`config.mk`:
```
export PLATFORM = sky130hd
export DESIGN_NAME = nw_alignment_emitter_flat
export DESIGN_NICKNAME = d
export VERILOG_FILES = /design/src/rtl/nw_alignment_emitter_pkg.sv /design/src/rtl/nw_alignment_emitter_if.sv /design/src/rtl/nw_alignment_emitter_lifo.sv /design/src/rtl/nw_alignment_emitter.sv /design/src/flat_wrapper.sv
export SDC_FILE = /design/constraint.sdc
export NUM_CORES = 1
export LEC_CHECK = 0
export CAP_MARGIN = 10
export CORE_MARGIN = 4
export CORE_UTILIZATION = 60
export CTS_BUF_LIST = sky130_fd_sc_hd__clkbuf_4 sky130_fd_sc_hd__clkbuf_8
export DETAILED_ROUTE_END_ITERATION = 6
export PLACE_DENSITY = 0.83
export SLEW_MARGIN = 20
export SYNTH_ARGS = -nofsm -noshare
export SYNTH_HDL_FRONTEND = slang
export SYNTH_SLANG_ARGS = --single-unit
```
`constraint.sdc`:
```
create_clock -name clk -period 7.1 [get_ports clk]
set_clock_uncertainty 0.1 [all_clocks]
set_input_delay 1.065 -clock clk [delete_from_list [all_inputs] [get_ports clk]]
set_output_delay 1.065 -clock clk [all_outputs]
set_load 0.05 [all_outputs]
```
`src/rtl/nw_alignment_emitter_pkg.sv`:
```
// ---------------------------------------------------------------------------
// nw_alignment_emitter_pkg
// Shared types for the NW alignment emitter.
//   dir_e     : alignment op encoding, identical to the grid Cell direction
//   state_e   : emitter FSM states
//   step_t    : result of classifying one traceback step
//   *_W       : default scoring weights (must match the grid's weights)
// ---------------------------------------------------------------------------
package nw_alignment_emitter_pkg;

    typedef enum logic [1:0] {
        TOP_DIR    = 2'b00,
        LEFT_DIR   = 2'b01,
        CORNER_DIR = 2'b10
    } dir_e;

    typedef enum logic [1:0] {
        COLLECT,
        EMIT,
        DONE
    } state_e;

    localparam int MATCH_W    = 1;
    localparam int INDEL_W    = -1;
    localparam int MISMATCH_W = -1;

    typedef struct packed {
        logic legal;
        dir_e dir;
    } step_t;

    // Turns the backwards step prev->cur into an op direction. Diagonal is a
    // CORNER, a pure row step is TOP, a pure column step is LEFT; anything
    // else (no movement, jumps) cannot come from a valid traceback.
    function automatic step_t classify_step(input logic dx_one, input logic dx_zero,
                                            input logic dy_one, input logic dy_zero);
        step_t s;
        s.legal = 1'b1;
        s.dir   = CORNER_DIR;
        if (dx_one && dy_one) begin
            s.dir = CORNER_DIR;
        end else if (dx_zero && dy_one) begin
            s.dir = TOP_DIR;
        end else if (dx_one && dy_zero) begin
            s.dir = LEFT_DIR;
        end else begin
            s.legal = 1'b0;
        end
        return s;
    endfunction

endpackage

```
`src/rtl/nw_alignment_emitter_if.sv`:
```
// ---------------------------------------------------------------------------
// nw_alignment_emitter_if
// Handshake bundle of the emitter: the coordinate stream coming from the
// traceback and the aligned-pair stream going to the sink.
//   in_valid/in_ready/in_x/in_y          : coordinate stream
//   out_valid/out_ready/out_op/out_match
//   out_c1/out_c2/out_last               : aligned pair stream
// Modports: slave = the emitter, master = the environment driving it.
// ---------------------------------------------------------------------------
interface nw_alignment_emitter_if #(
    parameter int CWIDTH      = 2,
    parameter int CORD_LENGTH = 8
);
    logic                   in_valid;
    logic                   in_ready;
    logic [CORD_LENGTH-1:0] in_x;
    logic [CORD_LENGTH-1:0] in_y;

    logic                   out_valid;
    logic                   out_ready;
    logic [1:0]             out_op;
    logic                   out_match;
    logic [CWIDTH-1:0]      out_c1;
    logic [CWIDTH-1:0]      out_c2;
    logic                   out_last;

    modport slave (
        input  in_valid, in_x, in_y, out_ready,
        output in_ready, out_valid, out_op, out_match, out_c1, out_c2, out_last
    );

    modport master (
        output in_valid, in_x, in_y, out_ready,
        input  in_ready, out_valid, out_op, out_match, out_c1, out_c2, out_last
    );
endinterface

```
`src/rtl/nw_alignment_emitter_lifo.sv`:
```
// ---------------------------------------------------------------------------
// nw_alignment_emitter_lifo
// Simple register-file stack used to reverse the traceback order.
//   clk, reset : clock, synchronous active-high reset (empties the stack)
//   push       : write push_data on top (ignored when full)
//   pop        : discard the top entry (ignored when empty)
//   top        : current top entry, meaningless when empty
//   count      : number of entries held, 0..DEPTH
//   full/empty : count == DEPTH / count == 0
// push and pop are never asserted together by the emitter.
// ---------------------------------------------------------------------------
module nw_alignment_emitter_lifo #(
    parameter int WIDTH = 8,
    parameter int DEPTH = 8,
    localparam int CNT_W = $clog2(DEPTH + 1),
    localparam int AW    = (DEPTH > 1) ? $clog2(DEPTH) : 1
) (
    input  logic             clk,
    input  logic             reset,
    input  logic             push,
    input  logic             pop,
    input  logic [WIDTH-1:0] push_data,
    output logic [WIDTH-1:0] top,
    output logic [CNT_W-1:0] count,
    output logic             full,
    output logic             empty
);
    logic [WIDTH-1:0] mem [DEPTH];
    logic [AW-1:0]    wr_idx;
    logic [AW-1:0]    top_idx;

    assign full    = (count == CNT_W'(DEPTH));
    assign empty   = (count == '0);
    assign wr_idx  = AW'(count);
    assign top_idx = AW'(count - CNT_W'(1));
    assign top     = mem[top_idx];

    // Storage needs no reset: count alone decides which entries are live.
    always_ff @(posedge clk) begin
        if (push && !full) begin
            mem[wr_idx] <= push_data;
        end
    end

    always_ff @(posedge clk) begin
        if (reset) begin
            count <= '0;
        end else if (push && !full) begin
            count <= count + CNT_W'(1);
        end else if (pop && !empty) begin
            count <= count - CNT_W'(1);
        end
    end
endmodule

```
`src/rtl/nw_alignment_emitter.sv`:
```
// ---------------------------------------------------------------------------
// nw_alignment_emitter
// Takes the traceback coordinate stream, which runs from (LENGTH-1,LENGTH-1)
// down to (0,0), turns each step into an alignment op, stacks the ops and
// replays them in forward order as aligned character pairs while
// recomputing the alignment score.
//   clk, reset : clock, synchronous active-high reset
//   s1, s2     : input strings, char i at [i*CWIDTH +: CWIDTH], held stable
//   bus        : coordinate stream in, aligned pair stream out (slave side)
//   score      : signed recomputed score, held after done until next run
//   done       : one-cycle pulse after the final pair is accepted
//   err        : sticky protocol error flag
// ---------------------------------------------------------------------------
module nw_alignment_emitter
    import nw_alignment_emitter_pkg::*;
#(
    parameter int LENGTH      = 10,
    parameter int CWIDTH      = 2,
    parameter int SWIDTH      = 16,
    parameter int CORD_LENGTH = 8,
    parameter int DEPTH       = 2 * LENGTH,
    parameter int MATCH       = MATCH_W,
    parameter int INDEL       = INDEL_W,
    parameter int MISMATCH    = MISMATCH_W
) (
    input  logic                      clk,
    input  logic                      reset,
    input  logic [LENGTH*CWIDTH-1:0]  s1,
    input  logic [LENGTH*CWIDTH-1:0]  s2,
    nw_alignment_emitter_if.slave     bus,
    output logic signed [SWIDTH-1:0]  score,
    output logic                      done,
    output logic                      err
);
    localparam int CNT_W = $clog2(DEPTH + 1);

    typedef struct packed {
        dir_e              op;
        logic              match;
        logic [CWIDTH-1:0] c1;
        logic [CWIDTH-1:0] c2;
    } pair_t;

    localparam int PW = $bits(pair_t);

    state_e                 state;
    state_e                 state_next;
    logic                   in_ready_c;
    logic                   done_c;

    logic                   first;
    logic                   fin_pending;
    logic [CORD_LENGTH-1:0] prev_x;
    logic [CORD_LENGTH-1:0] prev_y;
    logic                   accept;
    logic [CORD_LENGTH-1:0] dx;
    logic [CORD_LENGTH-1:0] dy;
    step_t                  step;
    logic                   first_ok;
    logic                   cur_origin;

    logic                   push_req;
    pair_t                  push_pair;
    logic                   lifo_push;
    logic                   lifo_pop;
    pair_t                  lifo_top;
    logic [CNT_W-1:0]       lifo_count;
    logic                   lifo_full;
    logic                   lifo_empty;

    logic                   out_valid_q;
    pair_t                  out_pair_q;
    logic                   out_last_q;
    logic                   load;
    logic                   out_fire;

    // Character lookup with out-of-range indices reading as 0, so a corrupt
    // coordinate can never index past the string.
    function automatic logic [CWIDTH-1:0] char_at(input logic [LENGTH*CWIDTH-1:0] s,
                                                  input logic [CORD_LENGTH-1:0] idx);
        logic [CWIDTH-1:0] c;
        c = '0;
        for (int i = 0; i < LENGTH; i++) begin
            if (idx == CORD_LENGTH'(i)) begin
                c = s[i*CWIDTH +: CWIDTH];
            end
        end
        return c;
    endfunction

    // Builds a pair from a direction and the two raw characters; the gapped
    // side is forced to 0 and match only counts on a CORNER.
    function automatic pair_t make_pair(input dir_e dir, input logic [CWIDTH-1:0] a,
                                        input logic [CWIDTH-1:0] b);
        pair_t p;
        p.op    = dir;
        p.c1    = (dir == LEFT_DIR) ? '0 : a;
        p.c2    = (dir == TOP_DIR)  ? '0 : b;
        p.match = (dir == CORNER_DIR) && (a == b);
        return p;
    endfunction

    function automatic logic signed [SWIDTH-1:0] pair_weight(input pair_t p);
        logic signed [SWIDTH-1:0] w;
        if (p.op == CORNER_DIR) begin
            w = p.match ? SWIDTH'(MATCH) : SWIDTH'(MISMATCH);
        end else begin
            w = SWIDTH'(INDEL);
        end
        return w;
    endfunction

    // FSM state register.
    always_ff @(posedge clk) begin
        if (reset) begin
            state <= COLLECT;
        end else begin
            state <= state_next;
        end
    end

    // FSM next state. EMIT also bails out to DONE if it ever finds nothing to
    // show, so a broken stream can never wedge the block.
    always_comb begin
        state_next = state;
        case (state)
            COLLECT: if (fin_pending) state_next = EMIT;
            EMIT: begin
                if (out_fire && out_last_q) begin
                    state_next = DONE;
                end else if (!out_valid_q && lifo_empty) begin
                    state_next = DONE;
                end
            end
            DONE:    state_next = COLLECT;
            default: state_next = COLLECT;
        endcase
    end

    // FSM outputs. The cycle that pushes the closing (0,0) CORNER does not
    // take another coordinate.
    always_comb begin
        in_ready_c = 1'b0;
        done_c     = 1'b0;
        case (state)
            COLLECT: in_ready_c = !fin_pending;
            DONE:    done_c     = 1'b1;
            default: ;
        endcase
    end

    assign bus.in_ready = in_ready_c;
    assign done         = done_c;

    assign accept     = bus.in_valid && in_ready_c;
    assign dx         = prev_x - bus.in_x;
    assign dy         = prev_y - bus.in_y;
    assign step       = classify_step(dx == CORD_LENGTH'(1), dx == '0,
                                      dy == CORD_LENGTH'(1), dy == '0);
    assign first_ok   = (bus.in_x == CORD_LENGTH'(LENGTH - 1)) &&
                        (bus.in_y == CORD_LENGTH'(LENGTH - 1));
    assign cur_origin = (bus.in_x == '0) && (bus.in_y == '0);

    // Each accepted step yields the op belonging to the previous coordinate;
    // the origin itself has no successor, so its CORNER goes in one cycle later.
    always_comb begin
        push_req  = 1'b0;
        push_pair = '0;
        if (state == COLLECT) begin
            if (fin_pending) begin
                push_req  = 1'b1;
                push_pair = make_pair(CORNER_DIR, char_at(s1, '0), char_at(s2, '0));
            end else if (accept && !first && step.legal) begin
                push_req  = 1'b1;
                push_pair = make_pair(step.dir, char_at(s1, prev_y), char_at(s2, prev_x));
            end
        end
    end

    assign lifo_push = push_req && !lifo_full;

    // Collection bookkeeping: previous coordinate, run start, score and the
    // sticky error flag.
    always_ff @(posedge clk) begin
        if (reset) begin
            first       <= 1'b1;
            fin_pending <= 1'b0;
            prev_x      <= '0;
            prev_y      <= '0;
            score       <= '0;
            err         <= 1'b0;
        end else begin
            if (state == DONE) begin
                first <= 1'b1;
            end
            if (fin_pending) begin
                fin_pending <= 1'b0;
            end
            if (accept) begin
                prev_x <= bus.in_x;
                prev_y <= bus.in_y;
                if (cur_origin) begin
                    fin_pending <= 1'b1;
                end
                if (first) begin
                    first <= 1'b0;
                    score <= '0;
                    if (!first_ok) begin
                        err <= 1'b1;
                    end
                end else if (!step.legal) begin
                    err <= 1'b1;
                end
            end
            if (push_req && lifo_full) begin
                err <= 1'b1;
            end
            if (lifo_push) begin
                score <= score + pair_weight(push_pair);
            end
        end
    end

    nw_alignment_emitter_lifo #(
        .WIDTH (PW),
        .DEPTH (DEPTH)
    ) u_lifo (
        .clk       (clk),
        .reset     (reset),
        .push      (lifo_push),
        .pop       (lifo_pop),
        .push_data (push_pair),
        .top       (lifo_top),
        .count     (lifo_count),
        .full      (lifo_full),
        .empty     (lifo_empty)
    );

    // The output register is refilled straight from the stack top whenever it
    // is empty or being drained, so back-to-back pairs flow without bubbles.
    // The entry that leaves last was pushed first, i.e. the highest indices.
    assign out_fire = out_valid_q && bus.out_ready;
    assign load     = (state == EMIT) && !lifo_empty && (!out_valid_q || bus.out_ready);
    assign lifo_pop = load;

    always_ff @(posedge clk) begin
        if (reset) begin
            out_valid_q <= 1'b0;
            out_pair_q  <= '0;
            out_last_q  <= 1'b0;
        end else if (load) begin
            out_valid_q <= 1'b1;
            out_pair_q  <= lifo_top;
            out_last_q  <= (lifo_count == CNT_W'(1));
        end else if (out_fire) begin
            out_valid_q <= 1'b0;
            out_pair_q  <= '0;
            out_last_q  <= 1'b0;
        end
    end

    assign bus.out_valid = out_valid_q;
    assign bus.out_op    = out_pair_q.op;
    assign bus.out_match = out_pair_q.match;
    assign bus.out_c1    = out_pair_q.c1;
    assign bus.out_c2    = out_pair_q.c2;
    assign bus.out_last  = out_last_q;
endmodule

```
`src/flat_wrapper.sv`:
```
// flat-port wrapper written by rule: the top's interface ports become plain ports
module nw_alignment_emitter_flat import nw_alignment_emitter_pkg::*;
#(
    parameter int LENGTH      = 10,
    parameter int CWIDTH      = 2,
    parameter int SWIDTH      = 16,
    parameter int CORD_LENGTH = 8,
    parameter int DEPTH       = 2 * LENGTH,
    parameter int MATCH       = MATCH_W,
    parameter int INDEL       = INDEL_W,
    parameter int MISMATCH    = MISMATCH_W
)
  (clk, reset, s1, s2, score, done, err, bus_in_valid, bus_in_x, bus_in_y, bus_out_ready, bus_in_ready, bus_out_valid, bus_out_op, bus_out_match, bus_out_c1, bus_out_c2, bus_out_last);
  nw_alignment_emitter_if #(.CWIDTH(CWIDTH), .CORD_LENGTH(CORD_LENGTH)) bus_i ();
  input  logic clk;
  input  logic reset;
  input  logic [LENGTH*CWIDTH-1:0] s1;
  input  logic [LENGTH*CWIDTH-1:0] s2;
  output logic signed [SWIDTH-1:0] score;
  output logic done;
  output logic err;
  input wire logic [$bits(bus_i.in_valid)-1:0] bus_in_valid;
  input wire logic [$bits(bus_i.in_x)-1:0] bus_in_x;
  input wire logic [$bits(bus_i.in_y)-1:0] bus_in_y;
  input wire logic [$bits(bus_i.out_ready)-1:0] bus_out_ready;
  output wire logic [$bits(bus_i.in_ready)-1:0] bus_in_ready;
  output wire logic [$bits(bus_i.out_valid)-1:0] bus_out_valid;
  output wire logic [$bits(bus_i.out_op)-1:0] bus_out_op;
  output wire logic [$bits(bus_i.out_match)-1:0] bus_out_match;
  output wire logic [$bits(bus_i.out_c1)-1:0] bus_out_c1;
  output wire logic [$bits(bus_i.out_c2)-1:0] bus_out_c2;
  output wire logic [$bits(bus_i.out_last)-1:0] bus_out_last;
  assign bus_i.in_valid = bus_in_valid;
  assign bus_i.in_x = bus_in_x;
  assign bus_i.in_y = bus_in_y;
  assign bus_i.out_ready = bus_out_ready;
  assign bus_in_ready = bus_i.in_ready;
  assign bus_out_valid = bus_i.out_valid;
  assign bus_out_op = bus_i.out_op;
  assign bus_out_match = bus_i.out_match;
  assign bus_out_c1 = bus_i.out_c1;
  assign bus_out_c2 = bus_i.out_c2;
  assign bus_out_last = bus_i.out_last;
  nw_alignment_emitter #(.LENGTH(LENGTH), .CWIDTH(CWIDTH), .SWIDTH(SWIDTH), .CORD_LENGTH(CORD_LENGTH), .DEPTH(DEPTH), .MATCH(MATCH), .INDEL(INDEL), .MISMATCH(MISMATCH)) u_core (.clk(clk), .reset(reset), .s1(s1), .s2(s2), .bus(bus_i), .score(score), .done(done), .err(err));
endmodule
```
# --- Yosys cells after proc, flatten, opt, wreduce, memory -nomap -nowiden ---
# Memories as Yosys holds them, arrays and structs flattened.
# Cells that the tools add are included.
op_classes:
  addsub: 5
  n_reduce_logical: 42
  bitwise_logic: 1
  eq_ne: 35
  mux: 75
ops:
  columns: ["operator", "n"]
  rows:
  - ["$mux 16", 7]
  - ["$mux 2", 38]
  - ["$eq 8x3->1 const B", 8]
  - ["$eq 8x4->1 const B", 6]
  - ["$logic_not 8->1", 6]
  - ["$mux 7", 5]
  - ["$eq 8x1->1 const B", 4]
  - ["$eq 8x2->1 const B", 4]
  - ["$mux 1", 22]
  - ["$logic_and 1x1->1", 18]
  - ["$add 16x16->16", 1]
  - ["$sub 8x8->8", 2]
  - ["$mux 5", 2]
  - ["$reduce_bool 2->1", 5]
  - ["$eq 2x2->1 const B", 3]
  - ["$add 5x1->5 const B", 1]
  - ["$eq 5x1->1 const B", 1]
  - ["$eq 5x5->1 const B", 1]
  - ["$logic_not 1->1", 5]
  - ["$logic_not 5->1", 1]
  - ["$sub 5x1->5 const B", 1]
  - ["$eq 2x1->1 const B", 2]
  - ["$eq 2x2->1", 2]
  - ["$logic_not 2->1", 2]
  - ["other kinds (10)", 11]
totals:
  out_inout_bits: 28
  input_bits: 60
  ram_bits: 140
  mem_count: 1
  elab_cells: 173
  reg_bits: 51
memory_table:
  columns: ["name", "depth", "width", "read_ports", "rd_ports_with_merged_regs", "wr", "line_no", "rtl"]
  rows:
  - ["u_core.u_lifo.mem", 20, 7, 1, 0, 1, "nw_alignment_emitter_lifo.sv:28", "logic [WIDTH-1:0] mem [DEPTH];"]

# --- Depth between registers and ports, before layout ---
# Gate-level depths: netlist of the first run.
depth:
  depth_word: 25
  mapped_depth: 23
  ltp_nobuf: 22

# --- Cells and area by module ---
# From an unflattened synthesis of the first run, not the netlist that was laid out.
hier_totals:
  hier_cells: 836
  area_unflattened_um2: 9859.5
modules_own_cells:
  columns: ["module", "instances", "cells_per_inst", "area_each_um2", "seq_area_each_um2"]
  rows:
  - ["nw_alignment_emitter_lifo", 1, 368, 6117.1, 4304.1]
  - ["nw_alignment_emitter", 1, 468, 3742.3, 920.9]

# --- Least setup slack after synthesis of the first run ---
# No wires, ideal clock.
synth_path:
  path_type: "in2reg"
  from: "input bus_in_y[0]"
  to: "register u_core.score[15]"
  setup_ps: 74
  path_stages: 20
  n_path_buf: 0
  t_required_ps: 6926
  path_slack_ps: 615
  arrival_time_ps: 6310
  cell_sequence: "ha_1 -> inv_1 -> fa_1 -> a211oi_2 -> o41ai_1 -> or4_4 -> or4_4 -> nor4b_2 -> or2_2 -> inv_1 -> ha_1 -> and3_1 -> a221o_1 -> a41oi_1 -> a211oi_1 -> a41o_1 -> o41ai_1 -> nor3_1 -> or4_1 -> a31oi_1"
synth_via:
  elab_chain_len: 17
  word_cells_on_any_way: 32
  classes_between: "add/sub: 2; eq/ne: 3; mux: 17; reduce/logical: 10"
synth_lines:
  columns: ["item", "line_no", "rtl"]
  rows:
  - ["from (decl)", "flat_wrapper.sv:24", "input wire logic [$bits(bus_i.in_y)-1:0] bus_in_y;"]
  - ["$sub 8x8->8 *", "nw_alignment_emitter.sv:157", "assign dy = prev_y - bus.in_y;"]
  - ["$logic_not 8->1", "nw_alignment_emitter.sv:159", "dy == CORD_LENGTH'(1), dy == '0);"]
  - ["$logic_and 1x1->1", "nw_alignment_emitter_pkg.sv:44", "end else if (dx_one && dy_zero) begin"]
  - ["$mux 2", "nw_alignment_emitter_pkg.sv:44", null]
  - ["$mux 2", "nw_alignment_emitter_pkg.sv:42", "end else if (dx_zero && dy_one) begin"]
  - ["$mux 2", "nw_alignment_emitter_pkg.sv:40", "if (dx_one && dy_one) begin"]
  - ["$eq 2x2->1", "nw_alignment_emitter.sv:99", "p.match = (dir == CORNER_DIR) && (a == b);"]
  - ["$logic_and 1x1->1", "nw_alignment_emitter.sv:99", null]
  - ["$mux 7", "nw_alignment_emitter.sv:173", "end else if (accept && !first && step.legal) begin"]
  - ["$mux 7", "nw_alignment_emitter.sv:170", "if (fin_pending) begin"]
  - ["$mux 7", "nw_alignment_emitter.sv:169", "if (state == COLLECT) begin"]
  - ["$mux 16", "nw_alignment_emitter.sv:106", "w = p.match ? SWIDTH'(MATCH) : SWIDTH'(MISMATCH);"]
  - ["$mux 16", "nw_alignment_emitter.sv:105", "if (p.op == CORNER_DIR) begin"]
  - ["$mux 16", "nw_alignment_emitter.sv:218", "if (lifo_push) begin"]
  - ["$mux 16", "nw_alignment_emitter.sv:185", "if (reset) begin"]
  - ["$add 16x16->16", "nw_alignment_emitter.sv:219", "score <= score + pair_weight(push_pair);"]
  - ["$mux 16", "nw_alignment_emitter.sv:218", null]
  - ["to (signal assigned)", "nw_alignment_emitter.sv:219", null]
  - ["to (decl)", "nw_alignment_emitter.sv:31", "output logic signed [SWIDTH-1:0] score,"]
# Mark *: on every way between the ends. The rest lies on a longest branch, timed or not. The select of a mux whose other input is x is not followed.
# A chain may end at the register's enable or synchronous reset.

# --- Worst setup path after layout of the first run ---
# Ends and elaborated chain as after synthesis.

==> run metrics, run 1 <==
family with the most delay on the worst path=simple AND/OR/NAND/NOR gates; Max FO, Critical Path=7; CP max stage delay=560 ps; Clock Latency Late Sink=480 ps; syn_nets=841; CP arrival=7010 ps; status=finished clean; CTS root buf=clkbuf_8; grt total ovfl=0; crit path kind=input port to flip-flop; Vias/cell=6.36; register bit total from synthesis=191; dpl ws=-222 ps; routed wire length=22.1 mm; Core ar.=15,400 um^2; maximum clock insertion buffer count=2; hpwl dp=15.7 mm; Syn Std Cell Area=~9500 um^2; first-pass GRT wire length=35.8 mm; area leader, netlist=edfxtp_1; antenna viol nets, final=0; critical path, cell by cell=clkdlybuf4s50_1 -> ha_1 -> inv_1 -> fa_1 -> a211oi_2 -> o41ai_1 -> or4_4 -> or4_4 -> nor4b_2 -> or2_2 -> inv_1 -> ha_1 -> and3_1 -> a221o_1 -> a41oi_2 -> a211oi_1 -> a41o_1 -> o41ai_2 -> nor3_1 -> or4_1 -> a31oi_1; Synth area leaders=edfxtp_1, mux4_2, dfxtp_1; # clock sinks=191; Area Overhead vs Synth=16.3%; CTS H-tree lvls=4; number of global-route vias before repair=6,771; P_leak=approximately 3.8 nW; Post-synth EDFFs=140; power consumption=2.06 mW; HP Class=flip-flop to flip-flop; Pre-Repair DR Iteration Count=5; Synth cell types=74; crit path launch=bus_in_y[0]; share of cells above drive strength 1=0.164; Slew Limit Fails=0; Seq/Total Area, Yosys=0.550; final setup margin=between 300 and 400 ps; Mapped Cells=742; crit path max-delay cell type=or4_4; GPL Wtd Cong=0.880; CP bufs+invs=3; Synth top area share=0.442; Vias=6,716; clock-pin transition on the worst setup and hold timing paths=110 ps; Tmin final=6710 ps; Initial DRC Count=874; Post-synth top cells=edfxtp_1, nand2_1, dfxtp_1, nor2_1, mux4_2; io pins=88; warnings from Yosys=0; Req. time, crit path=7400 ps; Worst setup EP type=flip-flop; Finished Layout Cells=1,056; Post CTS Setup Buffer Count=0; Placed Cells=a little over 1,000; Final Hold Fails=0; Power Density=186 nW/um^2; DIE AREA=about 18,000 um^2; # rows=45; setup_tns=0 ps; crit share post-route=0.945; PortBufs=between 80 and 90; dominant synthesized flop cell=edfxtp_1; fin util=0.719; DRC viols=0; Slew @ Worst Pin=1000 ps; Reg-to-Reg Start=u_core.prev_y[0]; synthesized area per cell=approximately 13 um^2; initial antenna violation count=0; TritonCTS Buffers=17; Initial Utilization=0.618; chip width=about 130 um; wire per inst=~21 um; worst vdd ir=around 0.12 mV; Max Cap Viol=0; Setup crit start kind=input port; count leader, synth=edfxtp_1; worst hold path startpoint=u_core.prev_y[5]; CTS tree=yes; fin nets=slightly above 900; All-Layer GR Usage=0.255; endpoints failing setup=0; largest net degree at the start of global routing=53; Chip Height=about 130 um; RSZ-0062 raised after global routing=false; Achievable Freq=between 0.1 and 0.15 GHz; Slew HR=0.333; ys async rst share=0; diodes inserted=0
-- layer usage --
layer  share of wire  wire length, um  GRT usage
met5               0                0          0
met1            0.41             9040      0.348
met4           0.029              646     0.0966
met3           0.073             1610     0.0450
met2            0.49            10800      0.415
-- flip-flops by register name, indices dropped and copies added (netlist names) --
register	cells
u_core.bus.out_valid	1
u_core.bus.out_last	1
u_core.state	2
u_core.bus.out_op	2
u_core.bus.out_c2	2
u_core.u_lifo.mem	140
u_core.bus.out_match	1
u_core.err	1
u_core.u_lifo.count	5
u_core.prev_y	8
u_core.score	16
u_core.prev_x	8
u_core.fin_pending	1
u_core.bus.out_c1	2
u_core.first	1
-- area by class of cell --
class	instances	area [um^2]
Tap cell	211	264
Sequential cell	191	5230
Multi-Input combinational cell	494	4080
Fill cell	979	4320
Clock buffer	17	234
Timing Repair Buffer	102	978
Inverter	26	97.6
Clock inverter	15	173
-- cells in the final DEF (no fill, tap or decap), drive strengths merged, types with 6 or more instances in the layout --
master           n
o21ai           16
mux2i            6
a21oi           45
xnor2           15
nor3            18
nor2            52
ha              36
a31oi            9
clkdlybuf4s50   86
inv             32
xor2            10
nand3           22
clkbuf          17
mux4            48
edfxtp         140
buf             16
mux2            14
and3             7
a22oi            7
dfxtp           51
nand2           77
a21o             6
nor4            10
nand2b          12
clkinv           7
-- report_power, final --
| group | internal (mW) | switching (mW) | leakage [nW] |
|---|---|---|---|
| combinational | 0.0772 | 0.0722 | 1.86 |
| sequential | 1.19 | 0.0100 | 1.73 |
| clock | 0.296 | 0.418 | 0.204 |
-- cells by family (layout without fill, tap and decap cells) --
logic type	count (synthesis)	count (layout)	synth area share
simple gates	237	237	0.125
flops	191	191	0.550
compound gates	125	125	0.0864
mux	68	68	0.137
buf+inv	57	160	0.0258
fa+ha+maj	39	39	0.0537
xor+xnor	25	25	0.0230
-- path summary, 6_finish.rpt --
path	to	slack, ps	depth (start not counted)
setup / recovery	u_core.score[15]	390	21
hold / removal	u_core.prev_y[5]	380	2
setup reg to reg	u_core.score[15]	850	23
hold reg to reg	u_core.prev_y[5]	380	2
-- repair_timing --
item	4_1_cts	5_1_grt
hold buffers	0	0
setup endpoints to repair	0	1
gates resized for setup	0	2
-- tightest hold or removal path: stages (launching register included) --
cell and delay (ps):
dfxtp_1 330, nand2_1 50, a21oi_1 50
-- stage by stage --
| step | hold slack, ps | area [um^2] |
|---|---|---|
| after global routing | 403 | 11100 |
| after global placement | 358 | 10600 |
| after CTS | 378 | 11000 |
| after detailed placement | 364 | 10600 |
| after floorplan | 347 | 9500 |
| final | 376 | 11100 |
Power figures use the tool's default switching activity.
==> run 2, diff against run 1 <==
--- a/config.mk
+++ b/config.mk
@@ -5,6 +5,7 @@
 export SDC_FILE = /design/constraint.sdc
 export NUM_CORES = 1
 export LEC_CHECK = 0
+export ABC_CLOCK_PERIOD_IN_PS = 7100
 export CAP_MARGIN = 10
 export CORE_MARGIN = 4
 export CORE_UTILIZATION = 60
==> results of run 2 <==
Final layout, timing and power as in run 1 (identical DEF).
